<file path="src/rtl/mem_arb_pkg.sv">
// mem_arb_pkg: shared FSM encoding, requester IDs and counter width for mem_arbiter
package mem_arb_pkg;
   typedef enum logic [1:0] {
      ST_IDLE  = 2'd0,
      ST_ISSUE = 2'd1,
      ST_WAIT  = 2'd2
   } state_t;
   localparam logic REQ_I = 1'b0;
   localparam logic REQ_D = 1'b1;
   localparam int   CNT_W = 3;
endpackage

</file>
<file path="src/rtl/mem_arbiter_if.sv">
// mem_arbiter_if: fetch, data and memory-side signals of the arbiter
//   slave  : arbiter view (requests and mem_rdata in, handshakes and memory strobes out)
//   master : requester/memory view (the opposite directions)
interface mem_arbiter_if #(
   parameter int ADDR_W = 32,
   parameter int DATA_W = 32
);
   logic              i_req;
   logic [ADDR_W-1:0] i_addr;
   logic              i_ready;
   logic              i_rvalid;
   logic [DATA_W-1:0] i_rdata;
   logic              d_req;
   logic              d_we;
   logic [ADDR_W-1:0] d_addr;
   logic [DATA_W-1:0] d_wdata;
   logic              d_ready;
   logic              d_done;
   logic [DATA_W-1:0] d_rdata;
   logic              mem_en;
   logic              mem_we;
   logic [ADDR_W-1:0] mem_addr;
   logic [DATA_W-1:0] mem_wdata;
   logic [DATA_W-1:0] mem_rdata;
   modport slave (
      input  i_req, i_addr, d_req, d_we, d_addr, d_wdata, mem_rdata,
      output i_ready, i_rvalid, i_rdata, d_ready, d_done, d_rdata,
             mem_en, mem_we, mem_addr, mem_wdata
   );
   modport master (
      output i_req, i_addr, d_req, d_we, d_addr, d_wdata, mem_rdata,
      input  i_ready, i_rvalid, i_rdata, d_ready, d_done, d_rdata,
             mem_en, mem_we, mem_addr, mem_wdata
   );
endinterface

</file>
<file path="src/rtl/rr_arb2.sv">
// rr_arb2: two-input round-robin picker with a one-bit last-winner pointer
//   clk, reset       : clock, async active-high reset (last resets to REQ_I)
//   i_req_i, i_req_d : fetch / data requests
//   i_upd            : record the current winner as last
//   o_gnt            : one-hot grant, bit REQ_I = fetch, bit REQ_D = data
//   o_last           : last winner
module rr_arb2
   import mem_arb_pkg::*;
(
   input  logic       clk,
   input  logic       reset,
   input  logic       i_req_i,
   input  logic       i_req_d,
   input  logic       i_upd,
   output logic [1:0] o_gnt,
   output logic       o_last
);
   logic r_last;
   logic w_gnt_d;
   // on a tie the requester that did not win last time gets the grant
   assign w_gnt_d = i_req_d & (~i_req_i | (r_last == REQ_I));
   assign o_gnt   = {w_gnt_d, i_req_i & ~w_gnt_d};
   assign o_last  = r_last;
   always_ff @(posedge clk or posedge reset)
      if (reset)
         r_last <= REQ_I;
      else if (i_upd && |o_gnt)
         r_last <= w_gnt_d ? REQ_D : REQ_I;
endmodule

</file>
<file path="src/rtl/mem_arbiter.sv">
// mem_arbiter: shares one single-port synchronous memory between fetch and data requesters
//   clk, reset : clock, async active-high reset
//   bus        : mem_arbiter_if.slave carrying fetch, data and memory signals
//   MEM_LAT    : cycles from mem_en to valid mem_rdata (1..7)
module mem_arbiter
   import mem_arb_pkg::*;
#(
   parameter int ADDR_W  = 32,
   parameter int DATA_W  = 32,
   parameter int MEM_LAT = 1
) (
   input logic           clk,
   input logic           reset,
   mem_arbiter_if.slave  bus
);
   state_t            r_state;
   logic [CNT_W-1:0]  r_cnt;
   logic [ADDR_W-1:0] r_addr;
   logic [DATA_W-1:0] r_wdata;
   logic              r_mem_en;
   logic              r_mem_we;
   logic              r_i_rvalid;
   logic              r_d_done;
   logic [1:0]        w_gnt;
   logic              w_owner;
   logic              w_idle;
   logic              w_accept;
   logic              w_fire;
   assign w_idle   = r_state == ST_IDLE;
   assign w_accept = w_idle & (bus.i_req | bus.d_req);
   // the round-robin pointer is updated on every acceptance, so it doubles as the owner
   rr_arb2 u_rr (
      .clk     (clk),
      .reset   (reset),
      .i_req_i (bus.i_req),
      .i_req_d (bus.d_req),
      .i_upd   (w_accept),
      .o_gnt   (w_gnt),
      .o_last  (w_owner)
   );
   // completion pulse is registered, so it is raised one cycle before the counter reaches 0
   assign w_fire = ((r_state == ST_ISSUE) && (MEM_LAT == 1)) ||
                   ((r_state == ST_WAIT) && (r_cnt == CNT_W'(1)));
   always_ff @(posedge clk or posedge reset)
      if (reset) begin
         r_state    <= ST_IDLE;
         r_cnt      <= '0;
         r_addr     <= '0;
         r_wdata    <= '0;
         r_mem_en   <= 1'b0;
         r_mem_we   <= 1'b0;
         r_i_rvalid <= 1'b0;
         r_d_done   <= 1'b0;
      end else begin
         r_mem_en   <= 1'b0;
         r_mem_we   <= 1'b0;
         r_i_rvalid <= w_fire & (w_owner == REQ_I);
         r_d_done   <= w_fire & (w_owner == REQ_D);
         case (r_state)
            ST_IDLE:
               if (w_accept) begin
                  r_addr   <= w_gnt[REQ_D] ? bus.d_addr : bus.i_addr;
                  r_wdata  <= w_gnt[REQ_D] ? bus.d_wdata : '0;
                  r_mem_en <= 1'b1;
                  r_mem_we <= w_gnt[REQ_D] & bus.d_we;
                  r_state  <= ST_ISSUE;
               end
            ST_ISSUE: begin
               r_cnt   <= CNT_W'(MEM_LAT - 1);
               r_state <= ST_WAIT;
            end
            ST_WAIT:
               if (r_cnt == '0)
                  r_state <= ST_IDLE;
               else
                  r_cnt <= r_cnt - 1'b1;
            default: r_state <= ST_IDLE;
         endcase
      end
   assign bus.i_ready   = w_idle & w_gnt[REQ_I];
   assign bus.d_ready   = w_idle & w_gnt[REQ_D];
   assign bus.i_rvalid  = r_i_rvalid;
   assign bus.d_done    = r_d_done;
   assign bus.i_rdata   = bus.mem_rdata;
   assign bus.d_rdata   = bus.mem_rdata;
   assign bus.mem_en    = r_mem_en;
   assign bus.mem_we    = r_mem_we;
   assign bus.mem_addr  = r_addr;
   assign bus.mem_wdata = r_wdata;
endmodule

</file>
<file path="src/flat_wrapper.sv">
// flat-port wrapper written by rule: the top's interface ports become plain ports
module mem_arbiter_flat import mem_arb_pkg::*;
#(
   parameter int ADDR_W  = 32,
   parameter int DATA_W  = 32,
   parameter int MEM_LAT = 1
)
  (clk, reset, bus_i_req, bus_i_addr, bus_d_req, bus_d_we, bus_d_addr, bus_d_wdata, bus_mem_rdata, bus_i_ready, bus_i_rvalid, bus_i_rdata, bus_d_ready, bus_d_done, bus_d_rdata, bus_mem_en, bus_mem_we, bus_mem_addr, bus_mem_wdata);
  mem_arbiter_if #(.ADDR_W(ADDR_W), .DATA_W(DATA_W)) bus_i ();
  input logic clk;
  input logic reset;
  input wire logic [$bits(bus_i.i_req)-1:0] bus_i_req;
  input wire logic [$bits(bus_i.i_addr)-1:0] bus_i_addr;
  input wire logic [$bits(bus_i.d_req)-1:0] bus_d_req;
  input wire logic [$bits(bus_i.d_we)-1:0] bus_d_we;
  input wire logic [$bits(bus_i.d_addr)-1:0] bus_d_addr;
  input wire logic [$bits(bus_i.d_wdata)-1:0] bus_d_wdata;
  input wire logic [$bits(bus_i.mem_rdata)-1:0] bus_mem_rdata;
  output wire logic [$bits(bus_i.i_ready)-1:0] bus_i_ready;
  output wire logic [$bits(bus_i.i_rvalid)-1:0] bus_i_rvalid;
  output wire logic [$bits(bus_i.i_rdata)-1:0] bus_i_rdata;
  output wire logic [$bits(bus_i.d_ready)-1:0] bus_d_ready;
  output wire logic [$bits(bus_i.d_done)-1:0] bus_d_done;
  output wire logic [$bits(bus_i.d_rdata)-1:0] bus_d_rdata;
  output wire logic [$bits(bus_i.mem_en)-1:0] bus_mem_en;
  output wire logic [$bits(bus_i.mem_we)-1:0] bus_mem_we;
  output wire logic [$bits(bus_i.mem_addr)-1:0] bus_mem_addr;
  output wire logic [$bits(bus_i.mem_wdata)-1:0] bus_mem_wdata;
  assign bus_i.i_req = bus_i_req;
  assign bus_i.i_addr = bus_i_addr;
  assign bus_i.d_req = bus_d_req;
  assign bus_i.d_we = bus_d_we;
  assign bus_i.d_addr = bus_d_addr;
  assign bus_i.d_wdata = bus_d_wdata;
  assign bus_i.mem_rdata = bus_mem_rdata;
  assign bus_i_ready = bus_i.i_ready;
  assign bus_i_rvalid = bus_i.i_rvalid;
  assign bus_i_rdata = bus_i.i_rdata;
  assign bus_d_ready = bus_i.d_ready;
  assign bus_d_done = bus_i.d_done;
  assign bus_d_rdata = bus_i.d_rdata;
  assign bus_mem_en = bus_i.mem_en;
  assign bus_mem_we = bus_i.mem_we;
  assign bus_mem_addr = bus_i.mem_addr;
  assign bus_mem_wdata = bus_i.mem_wdata;
  mem_arbiter #(.ADDR_W(ADDR_W), .DATA_W(DATA_W), .MEM_LAT(MEM_LAT)) u_core (.clk(clk), .reset(reset), .bus(bus_i));
endmodule
</file>
<file path="config.mk">
export PLATFORM = sky130hd
export DESIGN_NAME = mem_arbiter_flat
export DESIGN_NICKNAME = d
export VERILOG_FILES = /design/src/rtl/mem_arb_pkg.sv /design/src/rtl/mem_arbiter_if.sv /design/src/rtl/rr_arb2.sv /design/src/rtl/mem_arbiter.sv /design/src/flat_wrapper.sv
export SDC_FILE = /design/constraint.sdc
export NUM_CORES = 1
export LEC_CHECK = 0
export BUFFER_PORTS_ARGS = -buffer_cell sky130_fd_sc_hd__buf_2
export CAP_MARGIN = 0
export CORE_MARGIN = 1
export CORE_UTILIZATION = 23
export CTS_BUF_LIST = sky130_fd_sc_hd__clkbuf_16
export CTS_CLUSTER_DIAMETER = 80
export DETAILED_ROUTE_END_ITERATION = 6
export PLACE_DENSITY_LB_ADDON = 0.05
export SYNTH_ARGS = -nofsm -noshare
export SYNTH_HDL_FRONTEND = slang
export SYNTH_HIERARCHICAL = 1
export SYNTH_SLANG_ARGS = --single-unit
</file>
<file path="constraint.sdc">
create_clock -name clk -period 1.88 [get_ports clk]
set_input_delay 0.094 -clock clk [delete_from_list [all_inputs] [get_ports clk]]
set_output_delay 0.094 -clock clk [all_outputs]
set_load 0.03 [all_outputs]
</file>
-- After elaboration in Yosys (flattened, before gate mapping)
Cells that the tools add are included.
- flip-flop bits (word level): 74
- latch bits: 0
- bits in writable memories: 0
- ROM bits: 0
- input bits: 133
- output and inout bits: 134
- word-level logic and storage cells: 51
- memories kept: 0
- add/subtract/negate cells: 1
- multiply operators: 0
- div/mod/pow operators: 0
- order comparisons: 0
- equality and inequality tests: 6
- shift operators: 0
- multiplexer cells: 12
- bitwise operators: 13
- reduce and logical (&&, ||, !) cells: 10
- operators with widths (cell ; count):
    $mux 32 ; 2
    $and 1x1->1 ; 8
    $ne 2x2->1 const B ; 3
    $pmux 2 s3 ; 1
    $pmux 3 s2 ; 1
    $reduce_and 2->1 ; 3
    $mux 1 ; 5
    $mux 2 ; 2
    $eq 3x1->1 const B ; 1
    $logic_not 3->1 ; 1
    $mux 3 ; 1
    $not 1->1 ; 3
    $sub 3x1->3 const B ; 1
    $eq 2x1->1 const B ; 1
    $eq 2x2->1 const B ; 1
    $logic_and 1x1->1 ; 2
    $logic_not 2->1 ; 1
    $or 1x1->1 ; 2
    $reduce_bool 2->1 ; 1
    $reduce_or 2->1 ; 1
    $logic_or 1x1->1 ; 1

-- Logic depth before layout (Yosys ltp)
- word-level depth: 7
- depth in mapped cells: 7
- depth with buffers taken out: 6

-- Modules after synthesis
The synthesis kept the hierarchy.
- modules (own cells, without submodules) (module ; times used ; cells an instance ; area each (um^2) ; seq. area each (um^2)):
    mem_arbiter ; 1 ; 343 ; 3940.0 ; 1826.8
    rr_arb2 ; 1 ; 8 ; 66.3 ; 25.0

-- Worst setup path after synthesis
OpenSTA, ideal clock, no wires.
- path kind: register to output
- from: reg u_core.u_rr.r_last, in the netlist u_core/u_rr/o_last
- to: out bus_d_ready
- data arrival time: 1.678 ns
- data required time: 1.786 ns
- slack: 0.108 ns
- cell stages (with the launch flop): 6
- path buffers: 3
- path through: dfrtp_1 a21boi_0 buf_4 buf_6 buf_6 nor3b_1
- longest elaborated chain between the ends: 4
- ends and longest elaborated chain (element ; line ; RTL):
    start: declaration ; rr_arb2.sv:18 ; logic r_last;
    start signal: assignment ; rr_arb2.sv:28 ; r_last <= w_gnt_d ? REQ_D : REQ_I;
    $not 1->1 ; rr_arb2.sv:21 ; assign w_gnt_d = i_req_d & (~i_req_i | (r_last == REQ_I));
    $or 1x1->1 ; rr_arb2.sv:21 ;
    $and 1x1->1 ; rr_arb2.sv:21 ;
    via u_core.u_rr.w_gnt_d ; rr_arb2.sv:19 ; logic w_gnt_d;
    $and 1x1->1 ; mem_arbiter.sv:81 ; assign bus.d_ready = w_idle & w_gnt[REQ_D];
    end: declaration ; flat_wrapper.sv:22 ; output wire logic [$bits(bus_i.d_ready)-1:0] bus_d_ready;
The timed path passes the listed nets, and every way through them passes these cells.

-- Worst setup path after layout
- from: reg u_core.u_rr.r_last, in the netlist u_core/u_rr/o_last
- to: reg u_core.r_addr[5], in the netlist u_core/bus.mem_addr[5]
- longest elaborated chain between the ends: 4
- ends and longest elaborated chain (element ; line ; RTL):
    $not 1->1 ; rr_arb2.sv:21 ;
    $or 1x1->1 ; rr_arb2.sv:21 ;
    $and 1x1->1 ; rr_arb2.sv:21 ;
    via u_core.w_gnt[1] ; mem_arbiter.sv:24 ; logic [1:0] w_gnt;
    $mux 32 ; mem_arbiter.sv:62 ; r_addr <= w_gnt[REQ_D] ? bus.d_addr : bus.i_addr;
    end signal: assignment ; mem_arbiter.sv:62 ;
    end: declaration ; mem_arbiter.sv:18 ; logic [ADDR_W-1:0] r_addr;
The timed path passes the listed nets, and every way through them passes these cells.
A chain may end at the register's enable or synchronous reset.

==> implementation parameters <==
Parameter                              Value

Setup path
  Required @ worst endpoint    between 2000 and 2500 ps
  Sort of element at the start of the critical path    flip-flop
  Critical path start-end classification    reg2reg
  Nature of the critical path endpoint    flip-flop
  Critical path data arrival time    about 2000 ps
  CP Max Fanout    29

Routing
  Post-detailed-route DRC marker count    0
  DR iter-0 viols    50
  Detail-routed net length per standard cell    14.4 µm
  Antenna-violating nets left    0
  Drt pass-1 iters    4
  Count of vias placed by the detailed router    approximately 2,800
  Total length of routed wires    10,300 µm
  DR vias/cell    approximately 3.9

Layout
  Area grow syn2layout    31.3%
  Number of antenna diodes    0
  Commonest non-fill, non-tap cells in the layout    169 x sky130_fd_sc_hd__buf_2, 74 x sky130_fd_sc_hd__dfrtp_1, 55 x sky130_fd_sc_hd__mux2_2
  Area taken by multi-input logic gates    about 0.0014 mm²
  Area taken by flip-flops and latches    between 0.0015 and 0.002 mm²
  Layout filler cell count    roughly 1,800
  Final nets    626
  Commonest non-fill, non-tap cell in the layout    sky130_fd_sc_hd__buf_2
  Count of non-filler cells in the finished layout    between 700 and 800
  Layout cells sized above 1    51.6%
  Final Core Density    a little under a third

Timing
  Final hold vios    0
  Achievable frequency    around 0.58 GHz
  Relative slew margins    71.8%
  Clock period minus final worst setup slack    1730 ps
  Final setup viols    0
  Final-layout worst hold slack    approximately 15 ps
  Worst Clk Skew    4.23 ps
  Total count of max-transition violations in the final report    0
  Setup Total Neg Slack    0 ps
  RSZ-0062 raised after global routing    no
  Transition time at the pin with the least slew margin    423 ps
  Share of the cycle needed by the critical path after routing    between 90 and 100%

Clocking
  Total clock buffers created by CTS    9
  H-Tree Level Count    3
  Post-CTS clock slew at the launch and capture registers of the worst setup and hold paths    60 ps
  CTS Buffer Depth    2
  Clock latency on the worst-skew pair    340 ps
  Clock Sinks    74
  Root buffer cell    sky130_fd_sc_hd__clkbuf_16
  TritonCTS clock tree    yes

Floorplanning
  Starting utilization of the core area    around a quarter
  Placement row count    47
  Die Y-Extent    around 130 µm
  Horiz. Die Dim    approximately 130 µm
  I/O Pins    between 200 and 300
  Area of the die    0.0180 mm²
  Core Footprint    roughly 0.017 mm²

Logic synthesis
  Fraction of the yosys area taken by sequential cells    about 46%
  Yosys warns    6
  Number of synthesized register bits    74
  Count of mapped cells out of synthesis    351
  Number of nets produced by synthesis    a little under 500
  Unique cell type count in the Yosys netlist    24
  Total standard cell area after synthesis    between 0.004 and 0.005 mm²
  Post-Syn Area per Cell    11.4 µm²

Pwr
  Standby leakage power    between 2 and 3 nW
  Pwr Total    roughly 9 mW
  Power Dens Cells    roughly 1700 mW/mm²
  Worst ir drop on vdd    between 0.7 and 0.8 mV

Global routing
  GR Util All Layers    around an eighth
  Largest net degree at the start of global routing    38
  Via count of the first global-routing pass    3,164
  Number of antenna violations at the first check in global routing    0
  Remaining global-route overflow    0
  Global-route wire length before repair    between 15,000 and 20,000 µm

Placed design
  Detailed placer's ending HPWL    ~7400 µm
  Global placer's final weighted congestion    about 0.67
  Number of port buffers    170
  Instance count after placement with tap cells included    ~670

Run
  # Max-Cap Violations    0

Status
  Run status    completed

Hold path
  Type of the worst min-delay path    in2reg
[kinds of logic (layout without fill, tap and decap cells)]
kind of cell,Yosys count,count (layout),share of synthesized area [%]
flops,74,74,46.2
simple gates,45,45,5.15
buf+inv,120,263,19.0
mux,96,96,26.5
compound gates,13,13,2.12
fa+ha+maj,3,3,0.937
[cell type report]
cell class                 count  share of cell area, %
inverter                      40                   2.93
sequential                    74                   35.2
timing repair buffer         208                   24.2
clock inverter                 6                   1.45
multi-input combinational    157                   26.7
tap                          220                   5.23
clock buffer                   9                   4.28
[report_power, final]
part / switching (mW) / internal [mW]
clock network: 0.658 / 1.14
registers: 0.397 / 2.36
logic: 2.76 / 1.65
total: 3.81 / 5.14
[routing by layer]
layer	routed length [µm]	vias up	global-route usage [%]
li1	-	1350	-
met1	3800	1326	11.8
met2	5310	90	21.7
met3	801	40	4.31
met4	336	0	6.76
met5	0	-	0
[synth_stat cells, drive strengths merged]
cell,number,area (µm²)
nand2,32,120
nor3,6,41.3
a31oi,1,6.26
dfrtp,74,1850
nor2b,1,6.26
buf,80,612
and3,1,6.26
a21boi,2,15.0
ha,3,37.5
a21o,1,7.51
nor4bb,1,10.0
inv,40,150
nor3b,2,15.0
mux2,64,743
a21oi,6,30.0
mux2i,32,320
nor2,2,7.51
o2bb2ai,3,26.3
[worst max-delay path, cell delays in order, from the launching register on]
cell,delay [ps]
sky130_fd_sc_hd__dfrtp_1,450
sky130_fd_sc_hd__a21boi_4,180
sky130_fd_sc_hd__buf_4,150
sky130_fd_sc_hd__buf_12,190
sky130_fd_sc_hd__mux2_2,350
sky130_fd_sc_hd__mux2_2,260
[flip-flops by register name (all words and copies together), names as in the netlist]
register	count
u_core/bus.mem_addr	32
u_core/u_rr/o_last	1
u_core/bus.mem_we	1
u_core/r_state	2
u_core/bus.mem_wdata	32
u_core/bus.d_done	1
u_core/r_cnt	3
u_core/bus.i_rvalid	1
u_core/bus.mem_en	1
[path summary, 6_finish.rpt]
path,from,to,slack (ps),depth (start not counted)
worst max-delay path,u_core/u_rr/o_last,u_core/bus.mem_addr[5],150,5
worst min-delay path,bus_d_wdata[19],u_core/bus.mem_wdata[19],10,3
worst max register to register,u_core/u_rr/o_last,u_core/bus.mem_addr[5],150,5
worst min register to register,u_core/bus.mem_addr[6],u_core/bus.mem_addr[6],500,1
max in group asynchronous,reset,u_core/bus.mem_addr[26],830,4
min in group asynchronous,reset,u_core/u_rr/o_last,170,3
[through the flow]
| step | area (µm²) | setup WS, ps |
|---|---|---|
| 2_1_floorplan | 4010 | 108 |
| 3_3_place_gp | 4660 | 235 |
| 3_5_place_dp | 4660 | 203 |
| 4_1_cts | 5250 | 61.0 |
| 5_1_grt | 5260 | 49.6 |
| 6_report | 5260 | 150 |
[what timing repair did]
item,4_1_cts,5_1_grt
resized for setup,0,1
endpoints found under the setup margin,0,1
hold endpoints to repair,43,0
hold buffers,29,0
buffers inserted,0,1
No activity file was read; power rests on OpenSTA's default activity.
